--- config.mk ---
export PLATFORM = sky130hd
export DESIGN_NAME = ep2_packet_demux
export DESIGN_NICKNAME = d
export VERILOG_FILES = /design/src/rtl/ep2_pkg.sv /design/src/rtl/ep2_port_counter.sv /design/src/rtl/ep2_packet_demux.sv
export SDC_FILE = /design/constraint.sdc
export NUM_CORES = 1
export LEC_CHECK = 0
export ABC_AREA = 1
export CAP_MARGIN = 5
export CORE_MARGIN = 3
export CORE_UTILIZATION = 52
export DETAILED_ROUTE_END_ITERATION = 6
export MAX_ROUTING_LAYER = met4
export PLACE_DENSITY_LB_ADDON = 0.08
export SYNTH_ARGS = -nofsm -noshare
export SYNTH_HDL_FRONTEND = slang
export SYNTH_HIERARCHICAL = 1
export SYNTH_SLANG_ARGS = --single-unit
--- constraint.sdc ---
create_clock -name clk -period 2.8 [get_ports clk]
set_input_delay 0.42 -clock clk [delete_from_list [all_inputs] [get_ports clk]]
set_output_delay 0.42 -clock clk [all_outputs]
set_load 0.005 [all_outputs]
--- src/rtl/ep2_pkg.sv ---
// Shared definitions for the EP2 host-to-device packet demultiplexer:
// header field layout, default widths and the parser state encoding.
package ep2_pkg;

  localparam int PORT_LSB = 0;
  localparam int PORT_MSB = 1;
  localparam int PORT_WIDTH = PORT_MSB - PORT_LSB + 1;
  localparam logic [7:0] RSVD_MASK = 8'hFC;

  localparam int LEN_WIDTH_DEF = 16;
  localparam int COUNT_WIDTH_DEF = 32;

  typedef enum logic [1:0] {
    HEADER  = 2'd0,
    LEN_HI  = 2'd1,
    LEN_LO  = 2'd2,
    PAYLOAD = 2'd3
  } ep2_state_e;

  // Saturating increment used for the header error counter.
  function automatic logic [7:0] sat_inc8(input logic [7:0] v);
    return (v == 8'hFF) ? v : v + 8'd1;
  endfunction

endpackage

--- src/rtl/ep2_port_counter.sv ---
// Single-port cumulative byte counter; wraps modulo 2^WIDTH because the
// consumer works with modular deltas.
module ep2_port_counter #(
  parameter int WIDTH = 32
) (
  input  logic             clk,
  input  logic             reset,
  input  logic             en,
  output logic [WIDTH-1:0] count
);

  // Count one byte per enabled cycle; synchronous active-low clear.
  always_ff @(posedge clk) begin
    if (!reset) begin
      count <= '0;
    end else if (en) begin
      count <= count + WIDTH'(1);
    end else begin
      count <= count;
    end
  end

endmodule

--- src/rtl/ep2_packet_demux.sv ---
// Parses the EP2 byte stream into header/length/payload and steers payload
// bytes to the write FIFO selected by the header port field.
module ep2_packet_demux
  import ep2_pkg::*;
#(
  parameter int NUM_PORTS   = 4,
  parameter int COUNT_WIDTH = COUNT_WIDTH_DEF,
  parameter int LEN_WIDTH   = LEN_WIDTH_DEF
) (
  input  logic                           clk,
  input  logic                           reset,
  input  logic [7:0]                     in_data,
  input  logic                           in_valid,
  output logic                           in_ready,
  input  logic [NUM_PORTS-1:0]           fifo_full,
  output logic [NUM_PORTS-1:0]           fifo_write,
  output logic [8*NUM_PORTS-1:0]         fifo_write_data,
  output logic [COUNT_WIDTH*NUM_PORTS-1:0] write_fifo_byte_counts,
  output logic [7:0]                     header_error_count,
  output logic                           busy
);

  ep2_state_e            state, state_next;
  logic [PORT_WIDTH-1:0] cur_port, cur_port_next;
  logic [LEN_WIDTH-1:0]  remaining, remaining_next;
  logic [7:0]            hdr_err, hdr_err_next;
  logic                  accept;

  // State and parser datapath registers.
  always_ff @(posedge clk) begin
    if (!reset) begin
      state     <= HEADER;
      cur_port  <= '0;
      remaining <= '0;
      hdr_err   <= 8'd0;
    end else begin
      state     <= state_next;
      cur_port  <= cur_port_next;
      remaining <= remaining_next;
      hdr_err   <= hdr_err_next;
    end
  end

  // Handshake: only the currently addressed FIFO can stall the payload.
  always_comb begin
    in_ready = 1'b0;
    if (!reset) begin
      in_ready = 1'b0;
    end else if (state == PAYLOAD) begin
      in_ready = !fifo_full[cur_port];
    end else begin
      in_ready = 1'b1;
    end
  end

  assign accept = in_valid && in_ready;

  // Next-state logic; every transition happens on an accepted byte.
  always_comb begin
    state_next     = state;
    cur_port_next  = cur_port;
    remaining_next = remaining;
    hdr_err_next   = hdr_err;
    if (accept) begin
      case (state)
        HEADER: begin
          if ((in_data & RSVD_MASK) != 8'h00) begin
            hdr_err_next = sat_inc8(hdr_err);
          end else begin
            cur_port_next = in_data[PORT_MSB:PORT_LSB];
            state_next    = LEN_HI;
          end
        end
        LEN_HI: begin
          remaining_next = LEN_WIDTH'({in_data, 8'h00});
          state_next     = LEN_LO;
        end
        LEN_LO: begin
          remaining_next = {remaining[LEN_WIDTH-1:8], in_data};
          if ({remaining[LEN_WIDTH-1:8], in_data} == '0) begin
            state_next = HEADER;
          end else begin
            state_next = PAYLOAD;
          end
        end
        PAYLOAD: begin
          remaining_next = remaining - LEN_WIDTH'(1);
          if (remaining == LEN_WIDTH'(1)) begin
            state_next = HEADER;
          end else begin
            state_next = PAYLOAD;
          end
        end
        default: begin
          state_next = HEADER;
        end
      endcase
    end else begin
      state_next = state;
    end
  end

  // Zero-latency one-hot write strobe to the addressed FIFO.
  always_comb begin
    fifo_write = '0;
    for (int p = 0; p < NUM_PORTS; p++) begin
      if (accept && (state == PAYLOAD) && (cur_port == PORT_WIDTH'(p))) begin
        fifo_write[p] = 1'b1;
      end else begin
        fifo_write[p] = 1'b0;
      end
    end
  end

  assign fifo_write_data    = reset ? {NUM_PORTS{in_data}} : '0;
  assign header_error_count = hdr_err;
  assign busy               = reset && (state != HEADER);

  for (genvar p = 0; p < NUM_PORTS; p++) begin : g_cnt
    ep2_port_counter #(.WIDTH(COUNT_WIDTH)) u_cnt (
      .clk   (clk),
      .reset (reset),
      .en    (fifo_write[p]),
      .count (write_fifo_byte_counts[COUNT_WIDTH*p +: COUNT_WIDTH])
    );
  end

endmodule
==> results <==
- The flow ran to the end, and the final reports show no timing, DRC or antenna violations.
- In the routed design, unresolved DRC markers number 0.
- The largest single stage delay on the critical path is 0.39 ns.
- For this design the ratio of total power to cell area is 421 nW/um^2.
- The share of final-layout standard cells stronger than drive strength 1 is 0.122.
- The slowest stage of the critical path belongs to the cell sky130_fd_sc_hd__dfxtp_4.
- The number of nets handed over by synthesis was 1416.
- The share of total power dissipated in combinational logic is 0.047.
- The final wirelength is 24000 microns.
- sky130_fd_sc_hd__dfxtp_1 takes more of the synthesized area than any other cell.
- Setup repair after global routing left no endpoint under its margin.
- The global router's overall resource usage is 0.249.
- The first global-routing pass estimated 40100 microns of wire.
- The transition time of the tightest slew-check pin is 0.553 ns.
- The headroom to the max-slew limit is 0.631.
- The die outline area is 19300 sq um.
- The share of total power dissipated in sequential elements is 0.445.
- The number of inserted diodes is 0.
- The worst setup path category is reg2reg.
- Of all flip-flops after synthesis, the portion carrying an async set or reset was 0.
- The largest voltage drop on the vdd net is 0.438 mV.
- The die is 139 microns wide.
- The number of antenna violations at the first check in global routing was 0.
- Yosys mapped a number of flops with a built-in enable equal to 0.
- The cell occurring most often along the worst timing path is sky130_fd_sc_hd__nand2_1.
- The final worst-path cycle share is 0.905.
- The netlist area before placement is 9190 sq um.
- The insertion delay to the later sink of the worst-skew pair is 0.42 ns.
- The detailed-placement wirelength estimate is 17500 microns.
- For this run, the register share of the synthesized area comes to 0.340.
- At the end of routability-driven placement, the weighted congestion stood at 0.908.
- The reported max-cap violation count is 0.
- The worst setup path is launched from a flip-flop.
- The via count of the first global-routing pass is 8527.
- The routed layout has 9267 vias.
- Clock-pin slew was measured on the worst setup and hold paths at 0.07 ns.
- In this run the worst hold path is classified as in2reg.
- The area growth from synthesis to layout is 29.4%.
- The cell count of the worst hold path is 5.
- Of the total synthesized cell area, the portion taken by AND, OR, NAND and NOR gates is 0.436.
- No sink is reached through more buffers than the 2 on the longest clock path.
- TritonCTS built the clock tree.
- By area the synthesized netlist is led by sky130_fd_sc_hd__dfxtp_1 34%, sky130_fd_sc_hd__nand2_1 13%, sky130_fd_sc_hd__nor2_1 10%.
- The total of hold buffers inserted after clock tree synthesis is 0.
- Entering global routing, the biggest net connects 106 pins.
- Of the total power, the share spent switching nets is 0.212.
- The worst reg-to-reg path cell count is 19.
- Hold is met by 0.468 ns.
- Along the worst path, the maximum fanout reaches 8.
- The total count of hold-check failures in the final report was 0.
- The detail route stage leaves a number of antenna-violating nets equal to 0.
- The most critical setup path has its startpoint at cur_port[0].
- The synthesized-area fraction occupied by ao, oa, aoi and oai cells is 0.0954.
- TritonCTS created 17 clock buffers.
- Of the post-synthesis cell area, the dominant cell type holds 0.340.
- The initial core utilization is 0.543.
- Averaged over all synthesized cells, the footprint is 6.59 sq um.
- 189 I/O pins were placed.
- Across all register-to-register paths, the minimum setup slack is 0.27 ns.
- The first TritonRoute pass finished after 5 iterations.
- The worst setup path is captured at a flip-flop.
- The leakage dissipation is 4.94 nW.
- Of the total synthesized cell area, the portion taken by XOR and XNOR cells is 0.0191.
- The signal on the critical path passes through inv_4 > nand2_1 > nand2_1 > nand2_1 > nand2_2 > nand2_2 > nand3_4 > nor2_4 > nand2_4 > nor3_2 > buf_4 > buf_4 > nand2_2 > nor2_4 > nand3_4 > nor2_1 > nand3_1 > nand2_1 > nor2_1.
- The sum of negative setup slack is 0 ns.
- The total congestion overflow after global routing is 0.
- The cell-internal power is 3.95 mW.
- After detailed routing, the average wire length per cell comes to 13.3 microns.
- The upper clock frequency limit is 395 MHz.
- Measured along the y axis, the die boundary spans 139 microns.
- For this run, the leading register cell type out of synthesis is sky130_fd_sc_hd__dfxtp_1.
- For this run, the number of Yosys warnings is 6.
- The worst reg2reg path startpoint is cur_port[0].
- The root buffer cell is sky130_fd_sc_hd__clkbuf_16.
- At the worst endpoint, the arrival time is 2.86 ns.
- STA puts the critical path data required time at 3.12 ns.
- The timing endpoint of the critical path is g_cnt[3].u_cnt/count[28].
- The overall power is 5.01 mW.
- Measured against the total synthesized area, the mux share comes to 0.
- Synthesis handed over a netlist of 1394 instances.
- The main combinational cell family by area after synthesis is simple AND/OR/NAND/NOR gates.
- The net count of the finished layout is 1597.
- After floorplanning, the core was sized to cover 16900 sq um.
- The number of slew-limit violations in the final report is 0.
- The number of levels in the clock H-tree is 4.
- The net switching power is 1.06 mW.
- The share of total power dissipated in the clock network is 0.509.
- The worst clock skew is 0.0133 ns.
- The critical register-to-register path endpoint is g_cnt[3].u_cnt/count[28].
- Leaving out fill and tap cells, the most frequent cells in the layout are 317 x sky130_fd_sc_hd__nand2_1, 254 x sky130_fd_sc_hd__nor2_1, 183 x sky130_fd_sc_hd__clkdlybuf4s50_1.
- The final critical path time including I/O delays and setup is 2.53 ns.
- The clock sink total is 156.
- After synthesis, the netlist uses 37 different library cells.
- The adder and majority gate portion of the synthesized area is 0.00953.
- The detailed router's first-iteration violation count is 439.
- The library cell used most frequently in the layout, excluding fill and tap cells, is sky130_fd_sc_hd__nand2_1.
- Dividing the detail-routed via count by the number of cells gives 5.13.
- Input and output buffers added on the ports amount to 188.
- Setup violations remaining at the end of the flow were counted as 0.
- The post-synthesis register bit count is 156.
- The total number of placement rows is 47.
how the worst min path moves through the flow:
stage / slack, ns / to / start
floorplan: 0.48 / remaining[1] / remaining[1]
global placement: 0.49 / g_cnt[0].u_cnt/count[10] / g_cnt[0].u_cnt/count[10]
detailed placement: 0.49 / g_cnt[0].u_cnt/count[5] / g_cnt[0].u_cnt/count[5]
CTS: 0.46 / cur_port[1] / reset
global route: 0.51 / cur_port[1] / reset
finish: 0.47 / cur_port[0] / reset
through the flow:
stage | worst slack [ns] | cell area [sq um] | cells | util
global route | 0.0424 | 11900 | 1807 | 0.702
finish | 0.265 | 11900 | 1807 | 0.702
floorplan | 0.567 | 9190 | 1394 | -
CTS | -0.0276 | 11900 | 1807 | 0.700
global placement | 0.0660 | 11200 | 1775 | 0.661
detailed placement | -0.000780 | 11200 | 1775 | 0.661
cell type report:
type	instances	area [sq um]
Multi-Input combinational cell	1033	5170
Clock inverter	11	191
Sequential cell	156	3130
Inverter	162	622
Timing Repair Buffer	205	2040
Tap cell	220	275
Clock buffer	20	457
Fill cell	1471	5050
registers in the layout, summed over array words and instances (netlist names):
signal	flops
remaining	16
state	2
cur_port	2
header_error_count	8
g_cnt.u_cnt/count	128
critical path, delay by kind of cell, from the launching register on:
kind | cells | cell delay (ns)
AND/OR/NAND/NOR | 16 | 1.64
flip-flops | 1 | 0.39
buffers and inverters | 3 | 0.38
cell families after synthesis:
group / Yosys count
compound gates: 163
xor+xnor: 20
fa+ha+maj: 7
buf+inv: 205
flops: 156
simple gates: 843
layer usage:
layer | track usage | vias to the layer above | wire [microns]
li1 | - | 4803 | -
met1 | 0.327 | 4183 | 11200
met2 | 0.401 | 256 | 11100
met3 | 0.0434 | 25 | 1390
met4 | 0.0623 | 0 | 242
met5 | - | - | 0
synth_stat cells, types with 26 or more instances:
library cell and instances:
sky130_fd_sc_hd__a21oi_1 89, sky130_fd_sc_hd__buf_4 33, sky130_fd_sc_hd__dfxtp_1 156, sky130_fd_sc_hd__inv_1 142
sky130_fd_sc_hd__nand2_1 318, sky130_fd_sc_hd__nand2_2 31, sky130_fd_sc_hd__nand3_1 100, sky130_fd_sc_hd__nand4_1 38
sky130_fd_sc_hd__nor2_1 254, sky130_fd_sc_hd__nor2_2 39, sky130_fd_sc_hd__nor2_4 26, sky130_fd_sc_hd__o21ai_0 45
repair_timing:
action	4_1_cts	5_1_grt
setup endpoints to repair	4	5
pin swaps	0	2
buffers inserted	1	0
resized for setup	3	12
power groups by stage:
stage	sequential [mW]	combinational (mW)	clock (mW)
floorplan	2.28	0.142	0
global placement	2.28	0.229	0
detailed placement	2.28	0.231	0
CTS	2.23	0.233	2.59
global route	2.23	0.256	2.67
finish	2.23	0.233	2.55
Power figures use the tool's default switching activity.
